`src/rtl/alu_io_pkg.sv`:
```
// Shared encodings for the DE2 ALU front end and its LED/LCD status display.
`timescale 1ns/1ps
package alu_io_pkg;

    localparam int ALU_SEL_W = 2;

    typedef enum logic [1:0] {
        WAIT_A  = 2'd0,
        WAIT_B  = 2'd1,
        WAIT_OP = 2'd2,
        SHOW    = 2'd3
    } state_e;

endpackage

```
`src/rtl/alu_operand_loader_if.sv`:
```
// Operand-entry bus between the board I/O (switches, key) and the operand loader.
`timescale 1ns/1ps
interface alu_operand_loader_if #(
    parameter int WIDTH = 4
);
    import alu_io_pkg::*;

    logic                 iKEY;
    logic [WIDTH-1:0]     iSW;
    logic [ALU_SEL_W-1:0] iSEL;
    logic [WIDTH-1:0]     oA;
    logic [WIDTH-1:0]     oB;
    logic [ALU_SEL_W-1:0] oSEL;
    logic                 oVALID;
    logic                 oDONE;
    logic [1:0]           oSTATE;

    modport master (
        output iKEY, iSW, iSEL,
        input  oA, oB, oSEL, oVALID, oDONE, oSTATE
    );

    modport slave (
        input  iKEY, iSW, iSEL,
        output oA, oB, oSEL, oVALID, oDONE, oSTATE
    );

endinterface

```
`src/rtl/key_debounce.sv`:
```
// Synchronizes and debounces one active-low push-button; emits a one-cycle press event
// on each accepted 1->0 transition of the key level.
`timescale 1ns/1ps
module key_debounce #(
    parameter int DEBOUNCE_CYCLES = 1_000_000
) (
    input  logic iCLK,
    input  logic iRST,
    input  logic iKEY,
    output logic oPRESS
);

    localparam int               CNT_W   = (DEBOUNCE_CYCLES > 1) ? $clog2(DEBOUNCE_CYCLES) : 1;
    localparam logic [CNT_W-1:0] CNT_MAX = CNT_W'(DEBOUNCE_CYCLES - 1);

    logic             r_sync1;
    logic             r_sync2;
    logic [1:0]       r_sync_vld;
    logic             r_level;
    logic [CNT_W-1:0] r_cnt;
    logic             r_armed;
    logic             r_press;

    logic w_differ;
    logic w_accept;

    assign w_differ = (r_sync2 != r_level);
    assign w_accept = w_differ && (r_cnt == CNT_MAX);

    // r_armed stays low until the synchronized key has been seen released, so a key
    // held down through reset cannot produce a press when it is finally accepted low.
    // NOTE: sequential state uses non-blocking assignments only, so every flop samples
    // the values from before the clock edge regardless of statement order.
    always_ff @(posedge iCLK or posedge iRST) begin
        if (iRST) begin
            r_sync1    <= 1'b1;
            r_sync2    <= 1'b1;
            r_sync_vld <= 2'b00;
            r_level    <= 1'b1;
            r_cnt      <= '0;
            r_armed    <= 1'b0;
            r_press    <= 1'b0;
        end else begin
            r_sync1    <= iKEY;
            r_sync2    <= r_sync1;
            r_sync_vld <= {r_sync_vld[0], 1'b1};
            if (!w_differ) begin
                r_cnt <= '0;
            end else if (w_accept) begin
                r_cnt   <= '0;
                r_level <= r_sync2;
            end else begin
                r_cnt <= r_cnt + 1'b1;
            end
            r_armed <= r_armed | (r_sync_vld[1] & r_sync2);
            r_press <= w_accept & ~r_sync2 & r_armed;
        end
    end

    assign oPRESS = r_press;

endmodule

```
`src/rtl/alu_operand_loader.sv`:
```
// Steps through A / B / operation entry on successive debounced key presses and holds
// registered operands plus a one-cycle valid strobe for the downstream ALU.
`timescale 1ns/1ps
module alu_operand_loader
    import alu_io_pkg::*;
#(
    parameter int WIDTH           = 4,
    parameter int DEBOUNCE_CYCLES = 1_000_000
) (
    input  logic                iCLK,
    input  logic                iRST,
    alu_operand_loader_if.slave bus
);

    state_e               r_state;
    state_e               w_state_nxt;
    logic [WIDTH-1:0]     r_a;
    logic [WIDTH-1:0]     r_b;
    logic [ALU_SEL_W-1:0] r_sel;
    logic                 r_valid;
    logic                 r_done;

    logic w_press;
    logic w_load_a;
    logic w_load_b;
    logic w_load_sel;
    logic w_valid_nxt;

    key_debounce #(
        .DEBOUNCE_CYCLES(DEBOUNCE_CYCLES)
    ) u_key_debounce (
        .iCLK  (iCLK),
        .iRST  (iRST),
        .iKEY  (bus.iKEY),
        .oPRESS(w_press)
    );

    // NOTE: every signal driven here gets a default first, so no path leaves one
    // unassigned and no latch is inferred.
    always_comb begin
        w_state_nxt = r_state;
        w_load_a    = 1'b0;
        w_load_b    = 1'b0;
        w_load_sel  = 1'b0;
        w_valid_nxt = 1'b0;
        if (w_press) begin
            unique case (r_state)
                WAIT_A: begin
                    w_load_a    = 1'b1;
                    w_state_nxt = WAIT_B;
                end
                WAIT_B: begin
                    w_load_b    = 1'b1;
                    w_state_nxt = WAIT_OP;
                end
                WAIT_OP: begin
                    w_load_sel  = 1'b1;
                    w_valid_nxt = 1'b1;
                    w_state_nxt = SHOW;
                end
                SHOW: begin
                    w_load_a    = 1'b1;
                    w_state_nxt = WAIT_B;
                end
                default: w_state_nxt = WAIT_A;
            endcase
        end
    end

    always_ff @(posedge iCLK or posedge iRST) begin
        if (iRST) begin
            r_state <= WAIT_A;
            r_a     <= '0;
            r_b     <= '0;
            r_sel   <= '0;
            r_valid <= 1'b0;
            r_done  <= 1'b0;
        end else begin
            r_state <= w_state_nxt;
            if (w_load_a)   r_a   <= bus.iSW;
            if (w_load_b)   r_b   <= bus.iSW;
            if (w_load_sel) r_sel <= bus.iSEL;
            r_valid <= w_valid_nxt;
            // Registered alongside the state so it tracks SHOW with no extra lag.
            r_done  <= (w_state_nxt == SHOW);
        end
    end

    assign bus.oA     = r_a;
    assign bus.oB     = r_b;
    assign bus.oSEL   = r_sel;
    assign bus.oVALID = r_valid;
    assign bus.oDONE  = r_done;
    assign bus.oSTATE = r_state;

endmodule

```
`src/flat_wrapper.sv`:
```
// flat-port wrapper written by rule: the top's interface ports become plain ports
module alu_operand_loader_flat import alu_io_pkg::*;
#(
    parameter int WIDTH           = 4,
    parameter int DEBOUNCE_CYCLES = 1_000_000
)
  (iCLK, iRST, bus_iKEY, bus_iSW, bus_iSEL, bus_oA, bus_oB, bus_oSEL, bus_oVALID, bus_oDONE, bus_oSTATE);
  alu_operand_loader_if #(.WIDTH(WIDTH)) bus_i ();
  input  logic iCLK;
  input  logic iRST;
  input wire logic [$bits(bus_i.iKEY)-1:0] bus_iKEY;
  input wire logic [$bits(bus_i.iSW)-1:0] bus_iSW;
  input wire logic [$bits(bus_i.iSEL)-1:0] bus_iSEL;
  output wire logic [$bits(bus_i.oA)-1:0] bus_oA;
  output wire logic [$bits(bus_i.oB)-1:0] bus_oB;
  output wire logic [$bits(bus_i.oSEL)-1:0] bus_oSEL;
  output wire logic [$bits(bus_i.oVALID)-1:0] bus_oVALID;
  output wire logic [$bits(bus_i.oDONE)-1:0] bus_oDONE;
  output wire logic [$bits(bus_i.oSTATE)-1:0] bus_oSTATE;
  assign bus_i.iKEY = bus_iKEY;
  assign bus_i.iSW = bus_iSW;
  assign bus_i.iSEL = bus_iSEL;
  assign bus_oA = bus_i.oA;
  assign bus_oB = bus_i.oB;
  assign bus_oSEL = bus_i.oSEL;
  assign bus_oVALID = bus_i.oVALID;
  assign bus_oDONE = bus_i.oDONE;
  assign bus_oSTATE = bus_i.oSTATE;
  alu_operand_loader #(.WIDTH(WIDTH), .DEBOUNCE_CYCLES(DEBOUNCE_CYCLES)) u_core (.iCLK(iCLK), .iRST(iRST), .bus(bus_i));
endmodule
```
`config.mk`:
```
export PLATFORM = sky130hd
export DESIGN_NAME = alu_operand_loader_flat
export DESIGN_NICKNAME = d
export VERILOG_FILES = /design/src/rtl/alu_io_pkg.sv /design/src/rtl/alu_operand_loader_if.sv /design/src/rtl/key_debounce.sv /design/src/rtl/alu_operand_loader.sv /design/src/flat_wrapper.sv
export SDC_FILE = /design/constraint.sdc
export NUM_CORES = 1
export LEC_CHECK = 0
export ABC_AREA = 1
export CAP_MARGIN = 5
export CORE_MARGIN = 1.5
export CORE_UTILIZATION = 59
export CTS_BUF_LIST = sky130_fd_sc_hd__clkbuf_8 sky130_fd_sc_hd__clkbuf_16
export CTS_CLUSTER_SIZE = 10
export DETAILED_ROUTE_END_ITERATION = 6
export GPL_TIMING_DRIVEN = 0
export PLACE_DENSITY = 0.83
export SLEW_MARGIN = 40
export SYNTH_ARGS = -nofsm -noshare
export SYNTH_HDL_FRONTEND = slang
export SYNTH_HIERARCHICAL = 1
export SYNTH_SLANG_ARGS = --single-unit
```
`constraint.sdc`:
```
create_clock -name iCLK -period 1.8 [get_ports iCLK]
set_input_delay 0.27 -clock iCLK [delete_from_list [all_inputs] [get_ports iCLK]]
set_output_delay 0.27 -clock iCLK [all_outputs]
set_load 0.005 [all_outputs]
```
== Word-level counts from Yosys, hierarchy flattened ==
Cells that the tools add are included.

* Register bits: 41
* Input port bits: 9
* Logic and storage cells: 39

* Add/sub/neg operators: 1
* Eq/ne operators: 6
* Multiplexer cells: 10
* Bitwise operators: 5
* Reductions and logical operators: 4

{| class="wikitable"
|+ Operators with widths
! cell !! count
|-
| 20-bit two-way mux || 2
|-
| 20-bit by 1-bit adder with 20-bit output, second input constant || 1
|-
| 20-bit == test, second input constant || 1
|-
| 2-bit == test, second input constant || 3
|-
| 1-bit two-way mux || 6
|-
| 2-bit one-hot mux with 3 select lines || 1
|-
| 1-bit AND || 3
|-
| 2-bit by 1-bit == test with 1-bit output, second input constant || 1
|-
| 2-bit logical NOT || 1
|-
| 2-bit two-way mux || 1
|-
| 2-bit AND reduction || 1
|-
| 2-bit OR reduction || 1
|-
| 1-bit logical AND || 1
|-
| 1-bit inequality test || 1
|-
| 1-bit NOT || 1
|-
| 1-bit bitwise OR || 1
|}

== Logic depth before layout (Yosys ltp) ==
* Depth after elaboration: 5
* Gate-level depth with buffers: 9

== Cells and area by module ==
The synthesis kept the hierarchy.

{| class="wikitable"
|+ Modules (own cells, without submodules)
! module !! instances !! cells an instance !! area each (µm²)
|-
| key_debounce || 1 || 180 || 1,430.1
|-
| alu_operand_loader || 1 || 54 || 535.5
|}

== Least setup slack after synthesis ==
Ideal clock, no wire load.

* Kind: register -> register
* Start: reg u_core.u_key_debounce.r_sync2
* End: reg u_core.u_key_debounce.r_cnt[5]
* Library setup time: 0.120 ns
* Arrival time: 1.097 ns
* Data required time: 1.680 ns
* Setup slack: 0.583 ns
* Cell stages (with the launch flop): 9
* Path buffers: 1
* Period minus slack after synthesis: 1.217 ns
* Cells stage by stage: dfstp_2 > nand2_1 > nand2_1 > nand2_1 > nor2_1 > nand2_1 > buf_6 > nand2_2 > nor2_1

* Word-level cells in the longest chain between the ends: 4

{| class="wikitable"
|+ RTL lines
! item !! line !! RTL
|-
| start: declaration || key_debounce.sv:17 || <nowiki>logic r_sync2;</nowiki>
|-
| start signal: assignment || key_debounce.sv:45 || <nowiki>r_sync2 <= r_sync1;</nowiki>
|-
| 1-bit inequality test (*) || key_debounce.sv:27 || <nowiki>assign w_differ = (r_sync2 != r_level);</nowiki>
|-
| 1-bit logical AND || key_debounce.sv:28 || <nowiki>assign w_accept = w_differ && (r_cnt == CNT_MAX);</nowiki>
|-
| 20-bit two-way mux || key_debounce.sv:49 || <nowiki>end else if (w_accept) begin</nowiki>
|-
| 20-bit two-way mux (*) || key_debounce.sv:47 || <nowiki>if (!w_differ) begin</nowiki>
|-
| end signal: assignment || key_debounce.sv:53 || <nowiki>r_cnt <= r_cnt + 1'b1;</nowiki>
|-
| end: declaration || key_debounce.sv:20 || <nowiki>logic [CNT_W-1:0] r_cnt;</nowiki>
|}

Every way passes the cells marked *; elsewhere a longest branch is shown, timed or not.
A chain may end at the register's enable or synchronous reset.

== Worst setup path after layout ==
* Start: reg u_core.r_state[0], in the netlist u_core/bus.oSTATE[0]
* End: out bus_oSTATE[0]

{| class="wikitable"
|+ RTL lines
! item !! line !! RTL
|-
| start: declaration || alu_operand_loader.sv:15 || <nowiki>state_e r_state;</nowiki>
|-
| start signal: assignment || alu_operand_loader.sv:79 || <nowiki>r_state <= w_state_nxt;</nowiki>
|-
| end: declaration || flat_wrapper.sv:19 || <nowiki>output wire logic [$bits(bus_i.oSTATE)-1:0] bus_oSTATE;</nowiki>
|}

No word-level cell between the ends.

==> results.md <==
* Status: completed
* Max frequency at 667 MHz
* Final Skew at 0.00947 ns
* Area of the multi-input gates at 793 sq um
* Via count at 1564
* Initial antenna violation count at 0
* Non-filler cells, final at 308
* Setup TNS at 0 ns
* Most frequent cells in the layout: nand2_1 (50), dfrtp_1 (38), nor2_1 (35)
* Final Hold Viols at 0
* Syn Nets at 246
* Utilization after layout at 75.7%
* CP delay by family, top: buffers and inverters
* ANT cells at 0
* Critical path class: reg -> out
* CTS resizes at 0
* Fin Hold WS at 0.344 ns
* Overall Power at 1.71 mW
* Number of max-cap violations at 0
* Cts hold-fix bufs at 0
* Mapped cell area at 0.00197 sq mm
* Global-route wire length before repair at 6430 um
* WL per Instance at 12.6 um
* Post-Place Cells at 300
* Synth Area in Adders at 1.91%
* Mean Syn Cell Area at 8.40 sq um
* Distinct cell type count of the synthesized netlist at 27
* Filler Cells Inserted at 247
* Final Wtd Congestion at 0.902
* Fin. max-slew vios at 0
* Area grow syn2layout at 19.5%
* Crit. End Element: output port
* Core area at 0.00310 sq mm
* Detailed Route WL at 3890 um
* Clock sink count at 41
* GRT overflow at 0
* Post-synthesis simple-gate area fraction at 29.7%
* GRT met2 Usage at 36.1%
* Final period utilization at 83.3%
* Most common cell after layout, fill and taps aside: nand2_1
* Slowest stage delay, CP at 0.53 ns
* Gr busiest metal: met2
* Largest net degree at the start of global routing at 28
* Crit-path max FO at 4
* Num CTS Buffers at 5
* Clk Latency, worst-skew pair at 0.30 ns
* Pwr per Cell Area at 729 mW/mm^2
* Initial Utilization at 63.3%
* Synth Warn # at 6
* Via count of the first global-routing pass at 1484
* Worst path buffer plus inverter count at 1
* Main combinational cell family by area after synthesis: simple AND/OR/NAND/NOR gates
* Slew of the pin with the lowest slew margin at 0.565 ns
* Crit path arrival time at 1.23 ns
* Synthesized flop and latch total at 41
* Critical path's slowest cell: clkdlybuf4s50_1
* I/O Buffers at 22
* CTS tree: yes
* Die Y at 60.7 um
* First DRT Iteration DRCs at 96
* Max VDD drop at 0.000529 V
* Fraction of layout cells with a size suffix above 1 at 12.9%
* Req. time, crit path at 1.53 ns
* Fin nets at 275
* Number of remaining DRC errors at 0
* Cells after Synth at 234
* Die X at 60.7 um
* Post-CTS setup buffer count at 0
* Worst-path cell chain: clkdlybuf4s50_1
* Full die area at 0.00369 sq mm
* RSZ-0062 raised after global routing: no
* Final WS setup at 0.300 ns
* Via/cell ratio at 5.08
* Reg2reg start: u_core/u_key_debounce/r_cnt[0]
* Met3 usage at 8.10%
* Register Area at 0.00103 sq mm
* Synth Area in Compound Gates at 4.52%
* Leak Pwr at 1.12 nW
* GRT Resource Usage Total at 24.6%
* Seq/Total Area, Yosys at 52.4%
* Clk root buf: clkbuf_8
* Critical Path Start Type: flop
* Final instance area at 0.00235 sq mm
* Slew Limit Headroom at 62.3%
* Synth Area in XOR/XNOR at 4.01%
* Worst Hold Class: in -> async
* Final setup fails at 0
* Pre-CTS setup slack at 0.388 ns
* Cell Area, Placed at 0.00224 sq mm
* Met1 GRT Util at 33.6%
* Std-Cell Rows at 20
* Reg clk slew, reported paths at 0.08 ns
* Setup crit start: u_core/bus.oSTATE[0]
* CTS HTree Levels at 2
* Ports at 23
* DRT antenna net count at 0
* DPL Wire Length at 2810 um
* DR pass1 iterations at 5
* Final min period at 1.50 ns
* Clk buf depth at 2
* Mux contribution to synthesized area at 0%
[sequential cells by signal, indices dropped and copies added, names as in the netlist, named ones only]
register and flops:
u_core/bus.oVALID 1, u_core/bus.oB 4, u_core/u_key_debounce/r_armed 1, u_core/bus.oA 4, u_core/u_key_debounce/r_level 1, u_core/bus.oDONE 1
u_core/u_key_debounce/r_sync1 1, u_core/u_key_debounce/oPRESS 1, u_core/bus.oSEL 2, u_core/u_key_debounce/r_cnt 20, u_core/bus.oSTATE 1, u_core/u_key_debounce/r_sync2 1
u_core/u_key_debounce/r_sync_vld 2
[report_power, final]
part	leakage [nW]	switching, mW	internal (mW)
sequential	0.498	0.00632	0.933
clock	0.0593	0.303	0.405
combinational	0.564	0.0401	0.0260
total	1.12	0.349	1.36
[cell usage after synthesis]
library cell / instances / share of area, %
nand2_4: 1 / 0.57
a21oi_1: 2 / 0.51
xor2_1: 6 / 2.7
nand2_1: 50 / 9.5
or2_2: 1 / 0.32
dfstp_2: 3 / 4.0
nor3_1: 3 / 0.76
o21ai_0: 12 / 3.1
buf_6: 1 / 0.57
buf_4: 1 / 0.38
ha_1: 3 / 1.9
nor2_1: 35 / 6.7
nor2_4: 2 / 1.1
xnor2_1: 3 / 1.3
clkinv_1: 1 / 0.19
conb_1: 1 / 0.19
nand2_2: 4 / 1.3
inv_1: 29 / 5.5
inv_2: 3 / 0.57
o21ai_2: 1 / 0.45
o21ai_1: 2 / 0.51
dfrtp_1: 38 / 48
nand3_1: 18 / 4.6
nand3_2: 1 / 0.51
nor2_2: 7 / 2.2
nand4_1: 5 / 1.6
nor3_2: 1 / 0.51
[kinds of logic after synthesis]
family                     after synthesis
DFF                                     41
and+or+nand+nor                        128
buffers and inverters                   35
adders and majority gates                3
xor gates and xnor gates                 9
other                                    1
AOI/OAI and AO/OA                       17
[metal layers]
metal	part of all wire, %	wire length [um]	up-vias
li1	-	-	784
met1	46	1800	722
met2	44	1730	47
met3	6.9	270	11
met4	2.3	91	0
met5	0	0	-
[area by class of cell]
cell class | instances | share of cell area (%)
Sequential cell | 41 | 43.8
Multi-Input combinational cell | 158 | 33.8
Timing Repair Buffer | 22 | 9.38
Inverter | 33 | 5.27
Clock buffer | 5 | 2.93
Tap cell | 44 | 2.34
Clock inverter | 3 | 1.65
Buffer | 2 | 0.799
[worst paths after layout]
check	endpoint	slack, ns	depth (start not counted)
setup / recovery	bus_oSTATE[0]	0.30	1
hold / removal	u_core/bus.oA[2]	0.34	2
setup reg to reg	u_core/u_key_debounce/r_cnt[18]	0.37	9
hold reg to reg	u_core/u_key_debounce/r_sync2	0.36	0
max in group asynchronous	u_core/u_key_debounce/r_level	1.05	2
min in group iCLK	u_core/u_key_debounce/r_sync2	0.36	0
No activity file was read; power rests on OpenSTA's default activity.
